**src/rtl/ir_telemetry_framer.sv**
```systemverilog
`timescale 1ns/1ps
// ir_telemetry_framer
// Samples three IR line-sensor ADC channels at a fixed tick rate, thresholds
// them into a 3-bit line pattern and ships each sample to a UART as a pair of
// 32-bit frames. The second frame carries an XOR checksum over both frames.
// Ticks that arrive while a frame pair is still in flight are dropped and
// counted in a saturating overrun counter.
//
// Ports
//   clk_50      in   system clock (50 MHz)
//   rst         in   synchronous active-high reset
//   en          in   sampling enable (gates the tick counter only)
//   ir1/ir2/ir3 in   12-bit ADC readings, quasi-static
//   uart_ready  in   UART transmitter idle
//   uart_start  out  one-cycle transmit request
//   uart_data   out  word presented to the UART
//   line_pat    out  {ir3,ir2,ir1} > THRESH from the last latched sample
//   busy        out  frame pair in progress
//   overrun     out  dropped tick count, saturates at 8'hFF
module ir_telemetry_framer #(
  parameter int unsigned SAMPLE_DIV = 2500000,
  parameter logic [11:0] THRESH     = 12'd2048
) (
  input  logic        clk_50,
  input  logic        rst,
  input  logic        en,
  input  logic [11:0] ir1,
  input  logic [11:0] ir2,
  input  logic [11:0] ir3,
  input  logic        uart_ready,
  output logic        uart_start,
  output logic [31:0] uart_data,
  output logic [2:0]  line_pat,
  output logic        busy,
  output logic [7:0]  overrun
);

  localparam int unsigned CW = (SAMPLE_DIV > 2) ? $clog2(SAMPLE_DIV) : 1;
  localparam logic [CW-1:0] TC = CW'(SAMPLE_DIV - 1);

  typedef enum logic [2:0] {
    IDLE, LATCH, SEND0, DROP0, DONE0, SEND1, DROP1, DONE1
  } state_t;

  state_t        state_q;
  logic [CW-1:0] cnt_q, cnt_d;
  logic          tick;
  logic [7:0]    seq_q;
  logic [7:0]    overrun_q;
  logic [31:0]   frame0_d, frame1_d, frame1_q;
  logic [31:0]   uart_data_q;
  logic [7:0]    cs;
  logic [2:0]    line_pat_q;
  logic          uart_start_q;
  logic          busy_q;

  // Tick counter: held at zero while disabled, wraps on terminal count.
  assign tick = en && (cnt_q == TC);

  always_comb begin
    cnt_d = cnt_q + 1'b1;
    if (!en || tick) cnt_d = '0;
  end

  always_ff @(posedge clk_50) begin
    if (rst) cnt_q <= '0;
    else     cnt_q <= cnt_d;
  end

  // Frame assembly from the live inputs; only sampled in LATCH.
  // The checksum uses the frame1 bytes directly from ir2/ir3 to avoid
  // a self-referencing frame1_d.
  always_comb begin
    frame0_d = {8'hA5, seq_q, 4'h0, ir1};
    cs       = frame0_d[31:24] ^ frame0_d[23:16] ^ frame0_d[15:8] ^ frame0_d[7:0]
             ^ ir2[11:4] ^ {ir2[3:0], ir3[11:8]} ^ ir3[7:0];
    frame1_d = {ir2, ir3, cs};
  end

  always_ff @(posedge clk_50) begin
    if (rst) begin
      state_q      <= IDLE;
      seq_q        <= 8'h00;
      overrun_q    <= 8'h00;
      frame1_q     <= 32'h0;
      uart_data_q  <= 32'h0;
      line_pat_q   <= 3'b000;
      uart_start_q <= 1'b0;
      busy_q       <= 1'b0;
    end else begin
      uart_start_q <= 1'b0;
      // Any tick not taken in IDLE is lost, including one coinciding with DONE1 exit.
      if (tick && (state_q != IDLE) && (overrun_q != 8'hFF))
        overrun_q <= overrun_q + 8'd1;
      case (state_q)
        IDLE: if (tick) begin
          state_q <= LATCH;
          busy_q  <= 1'b1;
        end
        LATCH: begin
          line_pat_q  <= {ir3 > THRESH, ir2 > THRESH, ir1 > THRESH};
          frame1_q    <= frame1_d;
          uart_data_q <= frame0_d;
          state_q     <= SEND0;
        end
        SEND0: if (uart_ready) begin
          uart_start_q <= 1'b1;
          state_q      <= DROP0;
        end
        DROP0: if (!uart_ready) state_q <= DONE0;
        DONE0: if (uart_ready) begin
          uart_data_q <= frame1_q;
          state_q     <= SEND1;
        end
        SEND1: if (uart_ready) begin
          uart_start_q <= 1'b1;
          state_q      <= DROP1;
        end
        DROP1: if (!uart_ready) state_q <= DONE1;
        DONE1: if (uart_ready) begin
          state_q <= IDLE;
          busy_q  <= 1'b0;
          seq_q   <= seq_q + 8'd1;
        end
        default: begin
          state_q <= IDLE;
          busy_q  <= 1'b0;
        end
      endcase
    end
  end

  assign uart_start = uart_start_q;
  assign uart_data  = uart_data_q;
  assign line_pat   = line_pat_q;
  assign busy       = busy_q;
  assign overrun    = overrun_q;

endmodule

```
**config.mk**
```make
export PLATFORM = sky130hd
export DESIGN_NAME = ir_telemetry_framer
export DESIGN_NICKNAME = d
export VERILOG_FILES = /design/src/rtl/ir_telemetry_framer.sv
export SDC_FILE = /design/constraint.sdc
export NUM_CORES = 1
export LEC_CHECK = 0
export CAP_MARGIN = 20
export CORE_AREA = 2 2 105 127
export CTS_CLUSTER_SIZE = 16
export DETAILED_ROUTE_END_ITERATION = 7
export DIE_AREA = 0 0 107 129
export GPL_TIMING_DRIVEN = 0
export PLACE_DENSITY_LB_ADDON = 0.08
export SLEW_MARGIN = 20
export SYNTH_ARGS = -nofsm -noshare
export SYNTH_HDL_FRONTEND = slang
export SYNTH_SLANG_ARGS = --single-unit
```
**constraint.sdc**
```tcl
create_clock -name clk_50 -period 2.9 [get_ports clk_50]
set_clock_uncertainty 0.05 [all_clocks]
set_input_delay 0.725 -clock clk_50 [delete_from_list [all_inputs] [get_ports clk_50]]
set_output_delay 0.725 -clock clk_50 [all_outputs]
set_load 0.005 [all_outputs]
```
Word level (Yosys, flattened, before mapping)
Cells that the tools add are included.
{"block": "op_classes", "n_addsub": 3, "n_mul": 0, "div_mod_pow": 0, "magnitude_cmp": 3, "n_eq_ne": 16, "n_shift": 0, "muxes": 14, "bitwise": 7, "reduce_logical": 16}
{"operator": "32-bit case mux with 2 select lines", "count": 1}
{"operator": "12-bit greater-than comparator, second input constant", "count": 3}
{"operator": "32-bit two-way mux", "count": 1}
{"operator": "8-bit XOR", "count": 4}
{"operator": "3-bit case mux with 8 select lines", "count": 1}
{"operator": "22-bit by 1-bit adder with 22-bit output, second input constant", "count": 1}
{"operator": "22-bit equality test, second input constant", "count": 1}
{"operator": "3-bit two-way mux", "count": 7}
{"operator": "8-bit by 1-bit adder with 8-bit output, second input constant", "count": 2}
{"operator": "2-bit inequality test, second input constant", "count": 7}
{"operator": "3-bit equality test, second input constant", "count": 4}
{"operator": "8-bit inequality test, second input constant", "count": 1}
{"operator": "8-bit by 4-bit XOR with 8-bit output", "count": 1}
{"operator": "7-bit AND reduction", "count": 1}
{"operator": "3-bit by 2-bit equality test with 1-bit output, second input constant", "count": 2}
{"operator": "2-bit OR reduction", "count": 3}
{"operator": "4-bit NOT", "count": 1}
{"operator": "2-bit AND reduction", "count": 2}
{"operator": "2-bit nonzero test", "count": 2}
{"operator": "3-bit by 1-bit equality test with 1-bit output, second input constant", "count": 1}
{"operator": "1-bit logical AND", "count": 3}
{"operator": "3-bit logical NOT", "count": 1}
{"operator": "1-bit two-way mux", "count": 3}
{"operator": "3-bit AND reduction", "count": 1}
{"operator": "5 further kinds", "count": 5}
{"block": "totals", "ff_bits": 110, "latchBits": 0, "mem_bits_rw": 0, "mem_bits_ro": 0, "inputBits": 40, "out_inout_bits": 45, "wordCells": 68, "mem_count": 0}

Depth between registers and ports, before layout
{"block": "logic_depth", "depth_word": 6, "ltp_mapped": 8, "mapped_depth_nobuf": 7}

Worst setup path after synthesis
Ideal clock, no wire load.
{"block": "synth_path", "kind": "register to register", "from": "reg cnt_q[0]", "to": "reg overrun_q[7], in the netlist overrun[7]", "setup_time_ns": 0.070, "arrival_time_ns": 1.960, "t_required_ns": 2.780, "setup_slack_ns": 0.820, "path_stages_with_launch": 8, "path_buffers": 1, "synth_period_minus_slack_ns": 2.080, "path_cell_list": "dfxtp_1 ha_1 and4_2 nand4_2 or3_1 buf_2 or4_1 a21oi_1"}
{"block": "synth_via", "elab_chain_len": 4}
{"element": "start: declaration", "line": "46", "text": "logic [CW-1:0] cnt_q, cnt_d;"}
{"element": "start signal: assignment", "line": "67", "text": "else cnt_q <= cnt_d;"}
{"element": "22-bit equality test", "line": "58", "text": "assign tick = en && (cnt_q == TC);"}
{"element": "1-bit logical AND", "line": "58"}
{"element": "1-bit logical AND (2 in a row)", "line": "93", "text": "if (tick && (state_q != IDLE) && (overrun_q != 8'hFF))"}
{"element": "end signal: assignment", "line": "94", "text": "overrun_q <= overrun_q + 8'd1;"}
{"element": "end: declaration", "line": "49", "text": "logic [7:0] overrun_q;"}
No other way between the ends.
A chain may end at the register's enable or synchronous reset.

Final worst setup path
{"block": "layout_path", "from": "in uart_ready", "to": "reg uart_data_q[19], in the netlist uart_data[19]"}
{"block": "layout_via", "elab_chain_len": 2}
{"element": "start: declaration", "line": "30", "text": "input logic uart_ready,"}
{"element": "2-bit inequality test (no source line)"}
{"element": "2-bit AND reduction (no source line)"}
{"element": "end signal: assignment", "line": "103", "text": "uart_data_q <= frame0_d;"}
{"element": "end signal: assignment", "line": "112", "text": "uart_data_q <= frame1_q;"}
{"element": "end: declaration", "line": "51", "text": "logic [31:0] uart_data_q;"}
No other way between the ends.

==> metrics.txt <==
run status=finished clean; Final nets=between 700 and 800; startpoint types=input port; Die ar.=13800 µm²; Post-DP Area=5961 µm²; DRC=0; clock latency at the later pin of the worst-skew pair=0.36 ns; Sequential cell area=between 2000 and 2500 µm²; Pwr Density=725.4 nW/µm²; Reg2Reg Depth=6; chip width=~110 µm; gr ovfl total=0; critical path type=in -> reg; Final ANT Viol Nets=0; first-pass GRT wire length=22.52 mm; Buffers on Ports=84; post-cts resize count=0; Mapped Cells=606; Final Max Tran Viols=0; initial antenna violation count=0; Worst-Margin Slew=about 0.67 ns; filler cell count=1241; Inserted Clock Buffers=9; Buf/Inv on CP=3; drt first pass iters=4; register bit total from synthesis=110; Yosys cell types=43; Post-Syn Area=just under 5000 µm²; Worst R2R End=uart_data[19]; clk sink count=between 100 and 150; Root Buffer=clkbuf_16; Synth Area in Adders=under 10%; largest net degree at the start of global routing=20; Wirelength per Cell=roughly 16 µm; setup repair bufs after CTS=0; final setup fails=0; Warnings, synthesis=0; Initial Util=about two fifths; ranking of synthesized cells by area=dfxtp_1 45%, nand2_1 9.5%, xnor2_1 9.3%, a21oi_1 5.1%, nor2_1 5.0%; Leak=1.950 nW; hold buffers post-CTS=0; Hold Slack=~0.40 ns; worst reg2reg setup slack=about 0.34 ns; Critical Path RT=3.11 ns; Final Util=roughly half; Synth top area share=44.81%; Synth Area in Simple Gates=between 20% and 30%; Avg Vias per Cell=a little over 5; routability cong.=~0.85; list of most frequent post-synthesis cells=125 x nand2_1, 110 x dfxtp_1, 66 x nor2_1; final wirelength=roughly 14 mm; H-Tree Depth=3; top cell family by delay on the critical path=buffers and inverters; Rows=45; number of synthesized flops with an enable pin=0; Setup crit end=uart_data[19]; most instantiated library cell after synthesis=nand2_1; Multi-input gate area=between 2000 and 3000 µm²; Max-Cap Viols=0; syn avg cell area=~8.1 µm²; clk buf depth=2; CP Capture Type=flip-flop; period utilization=approximately nine tenths; compound-gate portion of the synthesized area=between 10% and 20%; io pins=85; dominant synthesized flop cell=dfxtp_1; Final Hold Fails=0; Final HPWL DP=approximately 11 mm; RSZ-0062 raised after global routing=false; ordered list of cells on the worst path=clkdlybuf4s50_1 > inv_1 > o21ai_1 > clkbuf_1 > nor2_1 > a311oi_1; DR iter-0 viols=188; Pwr Total=approximately 4.5 mW; largest family of logic cells by synthesized area=simple AND/OR/NAND/NOR gates; CP max-delay cell=clkdlybuf4s50_1; core area=about 13000 µm²; Synth Area in XOR/XNOR=~11%; FFs w/ async S/R, synth=0%; max_slew headroom=between 50 and 60%; Synth area leader=dfxtp_1; Syn-to-layout area delta=27.06%; Reg-to-Reg Start=state_q[2]; total number of vias=4466; vias in the first global route=between 4000 and 5000; Vert. Die Dim=~130 µm; FMAX=around 0.37 GHz; clock slew at reported path FFs=0.08 ns; layout cells sized above 1=3.399%; critical path depth=6; Design Area, Final=about 6200 µm²; GRT Resource Usage Total=approximately a fifth; multiplexer area fraction after synthesis=0.6365%; sequential fraction of the synthesis area=roughly 45%; slowest stage delay, CP=0.60 ns; CP Max Fanout=10; antenna cells=0; Worst VDD drop=~0.29 mV; setup_tns=0 ns; HP Class=reg -> reg; Tmin final=2.667 ns; CP arrival=about 2.9 ns; Synth Net Count=~650; CTS tree=done; Crit. Startpoint=uart_ready
-- area by class of cell --
class / instances / share of cell area, %
inverters: 8 / 0.4809
plain buffers: 35 / 2.124
multi-input cells: 453 / 40.83
repair buffers: 84 / 13.46
clock inverters: 6 / 0.8816
well taps: 164 / 3.286
clock buffers: 10 / 3.667
flip-flops and latches: 110 / 35.26
-- metrics by stage --
stage / std cells / setup slack [ns]
floorplan: 606 / 0.8196
global placement: 854 / -0.1329
detailed placement: 854 / -0.1882
CTS: 870 / 0.1784
global route: 870 / 0.05502
finish: 870 / 0.2330
-- worst min path at each step --
stage | from | to | slack [ns] | cells past startpoint
2_1_floorplan | cnt_q[0] | cnt_q[0] | 0.38 | 1
3_3_place_gp | uart_data[12] | uart_data[12] | 0.39 | 2
3_5_place_dp | uart_data[12] | uart_data[12] | 0.39 | 2
4_1_cts | uart_data[15] | uart_data[15] | 0.40 | 2
5_1_grt | frame1_q[6] | frame1_q[6] | 0.43 | 2
6_report | uart_data[12] | uart_data[12] | 0.40 | 2
-- metal layers --
metal  GRT usage, %  wire, µm
met1          24.59      5888
met2          37.99      6936
met3          2.432       558
met4          9.626       370
met5              0         0
-- registers in the layout, summed over array words and instances, names as in the netlist --
register    count
frame1_q       32
uart_data      32
state_q         3
seq_q           8
cnt_q          22
overrun         8
busy            1
uart_start      1
line_pat        3
-- cell usage in the layout (no fill, tap or decap), drive strengths merged, types with 3 or more instances in the layout --
cell type and count:
xor2 11, o31ai 3, ha 7, a311oi 20, and2 3, nand3 26
dfxtp 110, or3 3, clkdlybuf4s50 84, a21oi 50, nor2b 4, nor4 13
nor2 66, nand4 9, inv 10, clkbuf 43, nand2b 3, nand2 125
and3 5, xnor2 52, o21ai 9, nor3 20, a211oi 5
-- cells by family after synthesis --
group,count (synthesis)
xor gates and xnor gates,63
buffers and inverters,43
adders and majority gates,7
and+or+nand+nor,287
muxes,3
AOI/OAI and AO/OA,93
DFF,110
-- power by group --
group          leakage, nW  internal [mW]  switching, mW  total, mW
Clock                0.133          0.599          0.603       1.20
Sequential           0.889           1.80          0.154       1.95
Combinational        0.928          0.635          0.744       1.38
Total                 1.95           3.03           1.50       4.53
-- tightest hold or removal path, cell delays in order (launching register included) --
cell     delay [ns]
dfxtp_1        0.31
nand2_1        0.05
a21oi_1        0.05
(Power assumes the default switching activity.)
==> variant, RTL diff (same settings) <==
The parameter `SAMPLE_DIV` goes from 2500000 to 625000.
--- a/src/rtl/ir_telemetry_framer.sv
+++ b/src/rtl/ir_telemetry_framer.sv
@@ -19,5 +19,5 @@
 //   overrun     out  dropped tick count, saturates at 8'hFF
 module ir_telemetry_framer #(
-  parameter int unsigned SAMPLE_DIV = 2500000,
+  parameter int unsigned SAMPLE_DIV = 625000,
   parameter logic [11:0] THRESH     = 12'd2048
 ) (
Behaviour: no difference found for any inputs over 10 cycles, from zero or initial values and one cycle with rst high; that may be too few to reach the edited logic, so the function may still have changed.
==> variant against the original RTL <==
- routed wire length is 0.79% higher
- via count fell by 1.4%
- sequential cell count down 2
- cell area is 0.12% lower
- register-to-register slack gained 0.29 ns
- sequential share of layout area is 0.60 points lower
- setup slack gained 0.29 ns
- global-route usage grew 0.26 points
- hold slack improved by 0.0026 ns
- final cell count is 2.1% lower
- synthesized area shrank 0.23%
Power is not compared: it rests on default switching activity, and its combinational part moved more than twofold at a synthesized area within 25%.
==> variant: results (changes against the original RTL) <==
* RR Startpoint: state_q[0]$_SDFFE_PP0P_
* Layout cells sized above 1 at 6.10% (+2.7 points)
* Placed insts at 836 (-2.1%)
* Status: finished, final reports clean
* Clock buffer depth at 2 (unchanged)
* Post-CTS setup buffer count at 0 (unchanged)
* Initial antenna violation count at 0 (unchanged)
* Clock latency on the worst-skew pair at 0.35 ns
* Synthesized net count at 636 (-2.6%)
* Avg Vias per Cell at 5.17 (+0.70%)
* Cell count of the worst reg-to-reg path at 7 (+1)
* # port buffers at 83 (-1.2%)
* Detail Placement HPWL at 10700 um (+0.99%)
* Sequential share of the synthesized area at 44.1% (-0.71 points)
* Max incr delay on CP at 0.60 ns (about the same)
* Placer Congestion at 0.822 (-3.6%)
* First-pass GRT wire length at 22700 um (+0.64%)
* Fillcell total at 1260 (+1.5%)
* Worst VDD drop at 269 uV
* Post_cts resized at 0 (unchanged)
* Wirelength per Cell at 16.3 um (+2.9%)
* Hold Path Class: reg -> reg
* Setup crit start: uart_ready
* DR iter-0 viols at 208 (+11%)
* YS warnings at 0 (unchanged)
* Hold slack at 0.404 ns (+0.00260 ns)
* Synthesized area per cell at 8.33 um^2 (+2.7%)
* Worst Hold Launch: frame1_q[6]$_SDFFE_PP0P_
* Hold depth at 2 (unchanged)
* Num CTS Buffers at 9 (unchanged)
* Worst setup path endpoint: uart_data[15]$_SDFFE_PP0P_
* Largest net degree at the start of global routing at 20 (unchanged)
* Final std cells w/o fill at 852 (-2.1%)
* Clock transition at the registers of the reported paths at 0.08 ns (about the same)
* Ranking of synthesized cells by area: dfxtp_1, nand2_1, xnor2_1
* Ys async rst share at 0% (unchanged)
* Unique cell type count in the Yosys netlist at 45 (+4.7%)
* # nets final at 730 (-2.4%)
* LEAKAGE at 1.98 nW
* Drc violations at 0 (unchanged)
* Post-synth top cells: nand2_1, dfxtp_1, nor2_1
* Ant diodes at 0 (unchanged)
* Worst reg2reg setup slack at 0.63 ns (+0.29 ns)
* Crit path DAT at 2.60 ns (-0.28 ns)
* Pre-antenna DRT Iters at 5 (+1)
* Slowest-stage cell, CP: clkdlybuf4s50_1
* ANT nets after route at 0 (unchanged)
* Root Driver: clkbuf_16
* Global Route Usage Sum at 21.2% (+0.26 points)
* Crit path max fanout at 10 (unchanged)
* Htree depth at 3 (unchanged)
* Worst Hold End: frame1_q[6]$_SDFFE_PP0P_
* Relative slew margins at 57.3% (+2.3 points)
* DP Area at 0.00594 mm^2 (-0.36%)
* Vias in the first global route at 4377 (-5.1%)
[variant: changes by cell type in the layout (fill, tap and decap cells not counted), sizes merged, moves of 3 or more]
cell    before  now
clkbuf      43   33
buf          2   11
xor2        11   18
nand2      125  119
nor3        20   15
a21oi       50   46
nand3       26   30
nand4        9   12
nor2        66   69
o31ai        3    0
xnor2       52   49
[variant: cell type report]
cell class	count	area, um^2	area share, %
plain buffers	34	149	2.39
clock buffers	10	239	3.83
clock inverters	6	58.8	0.943
inverters	7	26.3	0.421
multi-input cells	440	2570	41.1
flip-flops and latches	108	2160	34.7
well taps	164	205	3.29
repair buffers	83	831	13.3
[variant: kinds of logic after synthesis]
family	synth area share [%]
adders and majority gates	1.79
buffers and inverters	3.57
muxes	0.612
DFF	44.1
and+or+nand+nor	26.7
xor gates and xnor gates	12.0
AOI/OAI and AO/OA	11.2
[variant: metrics by stage]
stage	utilization (%)	worst slack, ns
finish	49.7	0.527
detailed placement	47.3	0.145
CTS	49.7	0.517
global placement	47.3	0.190
floorplan	-	1.09
global route	49.7	0.362
[variant: power by group]
part | internal, mW | switching (mW) | leakage [nW]
Sequential | 1.48 | 0.00119 | 0.870
Clock | 0.622 | 0.589 | 0.142
Combinational | 0.0969 | 0.104 | 0.966
[variant: critical path, delay by kind of cell]
| kind | cells | cell delay (ns) |
|---|---|---|
| buffers and inverters | 3 | 1.19 |
| AND/OR/NAND/NOR | 1 | 0.15 |
| AO/OA/AOI/OAI | 2 | 0.54 |
[variant: layer usage]
metal / vias to the layer above / GRT usage, % / share of wire (%)
li1: 2189 / - / -
met1: 2068 / 25.6 / 42
met2: 121 / 36.8 / 50
met3: 26 / 3.39 / 5.1
met4: 0 / 10.0 / 3.4
met5: - / 0 / 0
